--- src/rtl/timestamp_extract_proc_pkg.sv ---
// Shared blueswitch parameters: extractor FSM encodings, statistics init
// values and a saturating counter helper.
package nf_sume_blueswitch_pkg;

  typedef enum logic [1:0] {
    TS_IDLE      = 2'd0,
    TS_IN_PKT    = 2'd1,
    TS_CAPTURED  = 2'd2,
    TS_DONE_WAIT = 2'd3
  } tsState_t;

  localparam logic [63:0] STATS_INIT_MIN = 64'hFFFF_FFFF_FFFF_FFFF;
  localparam logic [7:0]  WORD_CNT_MAX   = 8'hFF;

  // Event counters hold at all-ones instead of wrapping back to zero.
  function automatic logic [31:0] satInc32(input logic [31:0] value);
    return (value == 32'hFFFF_FFFF) ? value : value + 32'd1;
  endfunction

endpackage

--- src/rtl/timestamp_extract_proc_if.sv ---
// AXI4-Stream bundle watched by the timestamp extractor; the extractor
// only observes it through the monitor view and never drives tready.
interface timestamp_extract_proc_if #(
  parameter int DATA_WIDTH = 256
);
  logic [DATA_WIDTH-1:0] tdata;
  logic                  tvalid;
  logic                  tready;
  logic                  tlast;

  modport master  (output tdata, tvalid, tlast, input tready);
  modport slave   (input tdata, tvalid, tlast, output tready);
  modport monitor (input tdata, tvalid, tready, tlast);
endinterface

--- src/rtl/timestamp_extract_proc_stats.sv ---
// Latency statistics: running min/max plus saturating sample, error and
// short-packet counters. A clear pulse overrides any coincident update.
module ts_latency_stats
  import nf_sume_blueswitch_pkg::*;
(
  input  logic        axi_aclk,
  input  logic        axi_reset,
  input  logic        i_clear,
  input  logic        i_sampleValid,
  input  logic        i_sampleErr,
  input  logic [63:0] i_sample,
  input  logic        i_shortPkt,
  output logic [63:0] o_latencyMin,
  output logic [63:0] o_latencyMax,
  output logic [31:0] o_sampleCnt,
  output logic [31:0] o_tsErrCnt,
  output logic [31:0] o_shortPktCnt
);

  logic [63:0] r_min;
  logic [63:0] r_max;
  logic [31:0] r_sampleCnt;
  logic [31:0] r_errCnt;
  logic [31:0] r_shortCnt;

  // Error samples are counted but kept out of min/max.
  always_ff @(posedge axi_aclk or posedge axi_reset) begin
    if (axi_reset) begin
      r_min       <= STATS_INIT_MIN;
      r_max       <= '0;
      r_sampleCnt <= '0;
      r_errCnt    <= '0;
      r_shortCnt  <= '0;
    end else if (i_clear) begin
      r_min       <= STATS_INIT_MIN;
      r_max       <= '0;
      r_sampleCnt <= '0;
      r_errCnt    <= '0;
      r_shortCnt  <= '0;
    end else begin
      if (i_sampleValid) begin
        r_sampleCnt <= satInc32(r_sampleCnt);
        if (i_sampleErr) begin
          r_errCnt <= satInc32(r_errCnt);
        end else begin
          if (i_sample < r_min) r_min <= i_sample;
          if (i_sample > r_max) r_max <= i_sample;
        end
      end
      if (i_shortPkt) r_shortCnt <= satInc32(r_shortCnt);
    end
  end

  assign o_latencyMin  = r_min;
  assign o_latencyMax  = r_max;
  assign o_sampleCnt   = r_sampleCnt;
  assign o_tsErrCnt    = r_errCnt;
  assign o_shortPktCnt = r_shortCnt;

endmodule

--- src/rtl/timestamp_extract_proc.sv ---
// Passive AXI-Stream monitor: pulls a 64-bit timestamp from a chosen packet
// word, measures latency against a reference counter and optionally strips it.
module timestamp_extract_proc
  import nf_sume_blueswitch_pkg::*;
#(
  parameter int TS_POSITION_WIDTH    = 8,
  parameter int C_S_AXIS_TDATA_WIDTH = 256
) (
  input  logic                            axi_aclk,
  input  logic                            axi_reset,
  input  logic [63:0]                     ref_counter,
  input  logic                            ts_valid,
  input  logic [TS_POSITION_WIDTH-1:0]    ts_position,
  input  logic                            strip_en,
  input  logic                            stats_clear,
  timestamp_extract_proc_if.monitor       s_axis,
  output logic [C_S_AXIS_TDATA_WIDTH-1:0] s_axis_tdata_ts_strip,
  output logic [63:0]                     latency,
  output logic                            latency_valid,
  output logic [63:0]                     latency_min,
  output logic [63:0]                     latency_max,
  output logic [31:0]                     sample_cnt,
  output logic [31:0]                     ts_err_cnt,
  output logic [31:0]                     short_pkt_cnt
);

  tsState_t                        r_state;
  tsState_t                        w_nextState;
  logic [7:0]                      r_wordCnt;
  logic [63:0]                     r_latency;
  logic                            r_latencyValid;
  logic                            r_latencyErr;
  logic                            w_beat;
  logic                            w_posMatch;
  logic                            w_capture;
  logic                            w_shortPkt;
  logic                            w_tsErr;
  logic [63:0]                     w_ts;
  logic [C_S_AXIS_TDATA_WIDTH-1:0] w_stripData;

  assign w_beat     = s_axis.tvalid & s_axis.tready;
  assign w_posMatch = (r_wordCnt == ts_position[7:0]);
  assign w_ts       = s_axis.tdata[63:0];
  assign w_tsErr    = (w_ts > ref_counter);

  always_ff @(posedge axi_aclk or posedge axi_reset) begin
    if (axi_reset) r_state <= TS_IDLE;
    else           r_state <= w_nextState;
  end

  // Only IDLE/IN_PKT look at the position word, so a packet decides once
  // and a counter stuck at 255 cannot trigger a second capture.
  always_comb begin
    w_nextState = r_state;
    w_capture   = 1'b0;
    w_shortPkt  = 1'b0;
    if (w_beat) begin
      case (r_state)
        TS_IDLE, TS_IN_PKT: begin
          if (w_posMatch) begin
            w_capture   = ts_valid;
            w_nextState = ts_valid ? TS_CAPTURED : TS_DONE_WAIT;
          end else begin
            w_shortPkt  = s_axis.tlast & ts_valid;
            w_nextState = TS_IN_PKT;
          end
          if (s_axis.tlast) w_nextState = TS_IDLE;
        end
        default: begin
          if (s_axis.tlast) w_nextState = TS_IDLE;
        end
      endcase
    end
  end

  always_ff @(posedge axi_aclk or posedge axi_reset) begin
    if (axi_reset) begin
      r_wordCnt <= '0;
    end else if (w_beat) begin
      if (s_axis.tlast)                   r_wordCnt <= '0;
      else if (r_wordCnt != WORD_CNT_MAX) r_wordCnt <= r_wordCnt + 8'd1;
    end
  end

  // A timestamp from the future reports zero and is flagged as an error.
  always_ff @(posedge axi_aclk or posedge axi_reset) begin
    if (axi_reset) begin
      r_latency      <= '0;
      r_latencyValid <= 1'b0;
      r_latencyErr   <= 1'b0;
    end else begin
      r_latencyValid <= w_capture;
      if (w_capture) begin
        r_latencyErr <= w_tsErr;
        r_latency    <= w_tsErr ? 64'd0 : (ref_counter - w_ts);
      end
    end
  end

  always_comb begin
    w_stripData = s_axis.tdata;
    if (w_capture && strip_en) w_stripData[63:0] = '0;
  end

  assign s_axis_tdata_ts_strip = w_stripData;
  assign latency               = r_latency;
  assign latency_valid         = r_latencyValid;

  ts_latency_stats u_stats (
    .axi_aclk      (axi_aclk),
    .axi_reset     (axi_reset),
    .i_clear       (stats_clear),
    .i_sampleValid (r_latencyValid),
    .i_sampleErr   (r_latencyErr),
    .i_sample      (r_latency),
    .i_shortPkt    (w_shortPkt),
    .o_latencyMin  (latency_min),
    .o_latencyMax  (latency_max),
    .o_sampleCnt   (sample_cnt),
    .o_tsErrCnt    (ts_err_cnt),
    .o_shortPktCnt (short_pkt_cnt)
  );

endmodule

--- src/flat_wrapper.sv ---
// flat-port wrapper written by rule: the top's interface ports become plain ports
module timestamp_extract_proc_flat import nf_sume_blueswitch_pkg::*;
#(
  parameter int TS_POSITION_WIDTH    = 8,
  parameter int C_S_AXIS_TDATA_WIDTH = 256
)
  (axi_aclk, axi_reset, ref_counter, ts_valid, ts_position, strip_en, stats_clear, s_axis_tdata_ts_strip, latency, latency_valid, latency_min, latency_max, sample_cnt, ts_err_cnt, short_pkt_cnt, s_axis_tdata, s_axis_tvalid, s_axis_tready, s_axis_tlast);
  timestamp_extract_proc_if #(.DATA_WIDTH((256))) s_axis_i ();
  input  logic axi_aclk;
  input  logic axi_reset;
  input  logic [63:0] ref_counter;
  input  logic ts_valid;
  input  logic [TS_POSITION_WIDTH-1:0] ts_position;
  input  logic strip_en;
  input  logic stats_clear;
  output logic [C_S_AXIS_TDATA_WIDTH-1:0] s_axis_tdata_ts_strip;
  output logic [63:0] latency;
  output logic latency_valid;
  output logic [63:0] latency_min;
  output logic [63:0] latency_max;
  output logic [31:0] sample_cnt;
  output logic [31:0] ts_err_cnt;
  output logic [31:0] short_pkt_cnt;
  input wire logic [$bits(s_axis_i.tdata)-1:0] s_axis_tdata;
  input wire logic [$bits(s_axis_i.tvalid)-1:0] s_axis_tvalid;
  input wire logic [$bits(s_axis_i.tready)-1:0] s_axis_tready;
  input wire logic [$bits(s_axis_i.tlast)-1:0] s_axis_tlast;
  assign s_axis_i.tdata = s_axis_tdata;
  assign s_axis_i.tvalid = s_axis_tvalid;
  assign s_axis_i.tready = s_axis_tready;
  assign s_axis_i.tlast = s_axis_tlast;
  timestamp_extract_proc #(.TS_POSITION_WIDTH(TS_POSITION_WIDTH), .C_S_AXIS_TDATA_WIDTH(C_S_AXIS_TDATA_WIDTH)) u_core (.axi_aclk(axi_aclk), .axi_reset(axi_reset), .ref_counter(ref_counter), .ts_valid(ts_valid), .ts_position(ts_position), .strip_en(strip_en), .stats_clear(stats_clear), .s_axis(s_axis_i), .s_axis_tdata_ts_strip(s_axis_tdata_ts_strip), .latency(latency), .latency_valid(latency_valid), .latency_min(latency_min), .latency_max(latency_max), .sample_cnt(sample_cnt), .ts_err_cnt(ts_err_cnt), .short_pkt_cnt(short_pkt_cnt));
endmodule
--- config.mk ---
export PLATFORM = sky130hd
export DESIGN_NAME = timestamp_extract_proc_flat
export DESIGN_NICKNAME = d
export VERILOG_FILES = /design/src/rtl/timestamp_extract_proc_pkg.sv /design/src/rtl/timestamp_extract_proc_if.sv /design/src/rtl/timestamp_extract_proc_stats.sv /design/src/rtl/timestamp_extract_proc.sv /design/src/flat_wrapper.sv
export SDC_FILE = /design/constraint.sdc
export NUM_CORES = 1
export LEC_CHECK = 0
export BUFFER_PORTS_ARGS = -buffer_cell sky130_fd_sc_hd__clkbuf_2
export CAP_MARGIN = 25
export CORE_AREA = 2 2 345 347
export CTS_CLUSTER_SIZE = 30
export DETAILED_ROUTE_END_ITERATION = 10
export DIE_AREA = 0 0 347 349
export GPL_TIMING_DRIVEN = 0
export HOLD_SLACK_MARGIN = 0.02
export PLACE_DENSITY = 0.37
export SLEW_MARGIN = 20
export SYNTH_ARGS = -nofsm -noshare
export SYNTH_HDL_FRONTEND = slang
export SYNTH_SLANG_ARGS = --single-unit
--- constraint.sdc ---
create_clock -name axi_aclk -period 16.11 [get_ports axi_aclk]
set_input_delay 3.222 -clock axi_aclk [delete_from_list [all_inputs] [get_ports axi_aclk]]
set_output_delay 3.222 -clock axi_aclk [all_outputs]
set_load 0.02 [all_outputs]
==> results.sh <==
export IMPL_status="finished clean"
export IMPL_synth_area_leaders="dfrtp_1, ha_1, dfstp_2, buf_4, a21oi_1"
export IMPL_grtUsageTotal_pct=17.2
export IMPL_synth_seq_cells=299
export IMPL_cpLargestDelayFamily="buffers and inverters"
export IMPL_p_per_area_nw_per_um2=76.5
export IMPL_avgViaCountPerCell=4.32
export IMPL_mostFrequentLayoutCell="clkbuf_2"
export IMPL_syn2layout_area_growth_pct=32.3
export IMPL_fp_dieW_um=347
export IMPL_grt_start_max_net_pins=87
export IMPL_nNetsFinal=3846
export IMPL_yosys_warnings=0
export IMPL_drtPass1Iterations=5
export IMPL_dieArea_um2=121000
export IMPL_post_cts_buffers=0
export IMPL_hold_viol=0
export IMPL_regToRegStartpoint="u_core.u_stats.o_latencyMin[33]$_DFFE_PP1P_"
export IMPL_h_tree_depth=2
export IMPL_synth_edff_count=0
export IMPL_gp_congestion=0.824
export IMPL_cp_arrival_ns=5.80
export IMPL_wl_um=109000
export IMPL_fp_row_count=126
export IMPL_fin_skew_ns=0.0363
export IMPL_path_common_cell="clkbuf_2"
export IMPL_setup_viol=0
export IMPL_initial_utilization_pct=18.5
export IMPL_fin_crit_ns=9.03
export IMPL_fmaxAchievable_mhz=111
export IMPL_yosysTopAreaCell="dfrtp_1"
export IMPL_path_buf_inv=5
export IMPL_hpwl_um=89000
export IMPL_slew_limit_headroom_pct=32.3
export IMPL_rrSetupSlack_ns=11.91
export IMPL_synth_avg_cell_area_um2=8.47
export IMPL_async_flop_share_pct=100
export IMPL_post_cts_resized=0
export IMPL_gr_total_overflow=0
export IMPL_critPathSlowestCell="buf_1"
export IMPL_fill_cells=13000
export IMPL_coreArea_um2=117000
export IMPL_drc=0
export IMPL_cts_hold_buf=0
export IMPL_ys_flop_type="dfrtp_1"
export IMPL_worstSetupPathType="in -> out"
export IMPL_end_kind="output port"
export IMPL_hp_class="reg -> reg"
export IMPL_grt_setup_unrepaired="no"
export IMPL_antenna_found_initial=11
export IMPL_cp_required_ns=12.89
export IMPL_crit_fanout=10
export IMPL_syn_cell_area_um2=21800
export IMPL_yosysTopAreaCellShare_pct=27.0
export IMPL_leakagePower_nw=15.5
export IMPL_initialDrtViolationCount=1124
export IMPL_critPathMaxStageDelay_ns=0.51
export IMPL_period_share_pct=56.0
export IMPL_ys_seq_area_share_pct=34.7
export IMPL_vdd_drop_max_v=0.0000643
export IMPL_drtAntennaViolNets=0
export IMPL_clk_pin_slew_ns=0.05
export IMPL_post_place_ws_ns=6.91
export IMPL_clk_latency_ns=0.62
export IMPL_endpoint="s_axis_tdata_ts_strip[42]"
export IMPL_regToRegEndpoint="u_core.u_stats.o_latencyMin[29]$_DFFE_PP1P_"
export IMPL_vias=21100
export IMPL_cp_depth=10
export IMPL_clockBufferDepth=3
export IMPL_finalWorstSetupSlack_ns=7.08
export IMPL_io_pins=881
export IMPL_worstSetupStartpointType="input pin"
export IMPL_tightestPinTransition_ns=0.990
export IMPL_tritoncts="built"
export IMPL_wl_per_cell_um=22.2
export IMPL_reg2regPathDepth=13
export IMPL_maxCapViolations=0
export IMPL_numClockSinks=299
export IMPL_numCtsBuffers=45
export IMPL_synthCells=2570
export IMPL_setup_tns_ns=0
export IMPL_grt_pass1_wl_um=151000
export IMPL_grt_pass1_vias=20700
export IMPL_numPortBuffers=687
export IMPL_crit_start="ts_position[7]"
export IMPL_drive_gt1_share_pct=32.5
export IMPL_final_cell_mix="clkbuf_2, nor2_1, a21oi_1"
export IMPL_crit_chain="clkbuf_2 > xnor2_1 > nand4_1 > nor3_1 > nand3_1 > clkinv_1 > clkbuf_1 > buf_1 > a21oi_1 > clkbuf_2"
export IMPL_root_buffer="clkbuf_16"
export IMPL_synth_net_count=3102
export IMPL_yosysUniqueCellTypes=77
export IMPL_slew_violations=0
export IMPL_die_y_um=349
where the power goes:
group	switching (mW)	internal [mW]	total (mW)	leakage, nW
combinational	0.274	0.156	0.430	10.8
clock	0.415	0.592	1.01	0.717
sequential	0.0103	0.757	0.768	3.95
registers in the layout, summed over array words and instances (netlist names):
| signal | count |
|---|---|
| u_core.latency | 64 |
| u_core.latency_valid | 1 |
| u_core.r_latencyErr | 1 |
| u_core.r_state | 1 |
| u_core.r_wordCnt | 8 |
| u_core.u_stats.o_latencyMax | 64 |
| u_core.u_stats.o_latencyMin | 64 |
| u_core.u_stats.o_sampleCnt | 32 |
| u_core.u_stats.o_shortPktCnt | 32 |
| u_core.u_stats.o_tsErrCnt | 32 |
Yosys cell counts (all sizes together) (7+ instances only):
library cell and instances:
o21ai 143, nor2 287, nand4 57, nand2 160
clkbuf 67, dfstp 64, nand3 55, buf 230
o211ai 8, o2111ai 8, nor2b 10, o21bai 14
or3 34, nor3 83, and3 13, xnor2 65
a21o 92, mux2i 67, nand2b 16, and4 15
o21a 8, a21oi 257, inv 218, nor4 7
dfrtp 235, a22o 7, a31oi 13, o31ai 7
xor2 70, ha 195, a21boi 8
kinds of logic after synthesis:
group	Yosys count	synth area share, %
AO/OA/AOI/OAI	601	16.6
XOR/XNOR	135	5.43
adder cells (fa/ha/maj)	196	11.3
buffers and inverters	516	12.7
flip-flops	299	34.7
multiplexers	68	3.13
AND/OR/NAND/NOR	755	16.1
stage by stage:
step / power, mW / area [um^2] / utilization, % / std cells / hold WS, ns
3_3_place_gp: 1.21 / 27100 / 23.1 / 4793 / 0.489
6_report: 2.20 / 28800 / 24.5 / 4890 / 0.499
4_1_cts: 2.25 / 28800 / 24.5 / 4886 / 0.502
3_5_place_dp: 1.22 / 27300 / 23.3 / 4802 / 0.490
2_1_floorplan: 1.05 / 21800 / - / 2570 / 0.466
5_1_grt: 2.31 / 28800 / 24.5 / 4888 / 0.554
metal layers:
| metal | track usage, % | vias up | share of wire (%) |
|---|---|---|---|
| li1 | - | 10200 | - |
| met5 | 0 | - | 0.049 |
| met2 | 28.6 | 679 | 47 |
| met3 | 3.70 | 102 | 6.0 |
| met4 | 4.14 | 8 | 2.1 |
| met1 | 22.5 | 10200 | 45 |
tightest hold or removal path: cells and delay by family (launching register included):
| family | cells | cell delay (ns) |
|---|---|---|
| flip-flops | 1 | 0.34 |
| AND/OR/NAND/NOR | 2 | 0.12 |
area by class of cell:
cell class	instances	area, um^2	area share [%]
Timing Repair Buffer	697	3620	12.6
Buffer	297	1950	6.78
Tap cell	1536	1920	6.67
Sequential cell	299	7560	26.2
Inverter	219	830	2.88
Clock inverter	17	173	0.599
Clock buffer	67	1300	4.51
Multi-Input combinational cell	1755	11400	39.7
Antenna cell	3	7.51	0.0261
worst min-delay path by stage:
| stage | from | end | slack, ns | cells past startpoint |
|---|---|---|---|---|
| 2_1_floorplan | u_core.r_state[1]$_DFFE_PP0P_ | u_core.r_state[1]$_DFFE_PP0P_ | 0.47 | 2 |
| 4_1_cts | u_core.r_state[1]$_DFFE_PP0P_ | u_core.r_state[1]$_DFFE_PP0P_ | 0.50 | 2 |
| 6_report | u_core.r_state[1]$_DFFE_PP0P_ | u_core.r_state[1]$_DFFE_PP0P_ | 0.50 | 2 |
| 3_3_place_gp | u_core.r_state[1]$_DFFE_PP0P_ | u_core.r_state[1]$_DFFE_PP0P_ | 0.49 | 2 |
| 3_5_place_dp | u_core.r_state[1]$_DFFE_PP0P_ | u_core.r_state[1]$_DFFE_PP0P_ | 0.49 | 2 |
| 5_1_grt | u_core.r_state[1]$_DFFE_PP0P_ | u_core.r_state[1]$_DFFE_PP0P_ | 0.55 | 2 |
Note: power is estimated with default switching activity, not from simulation.
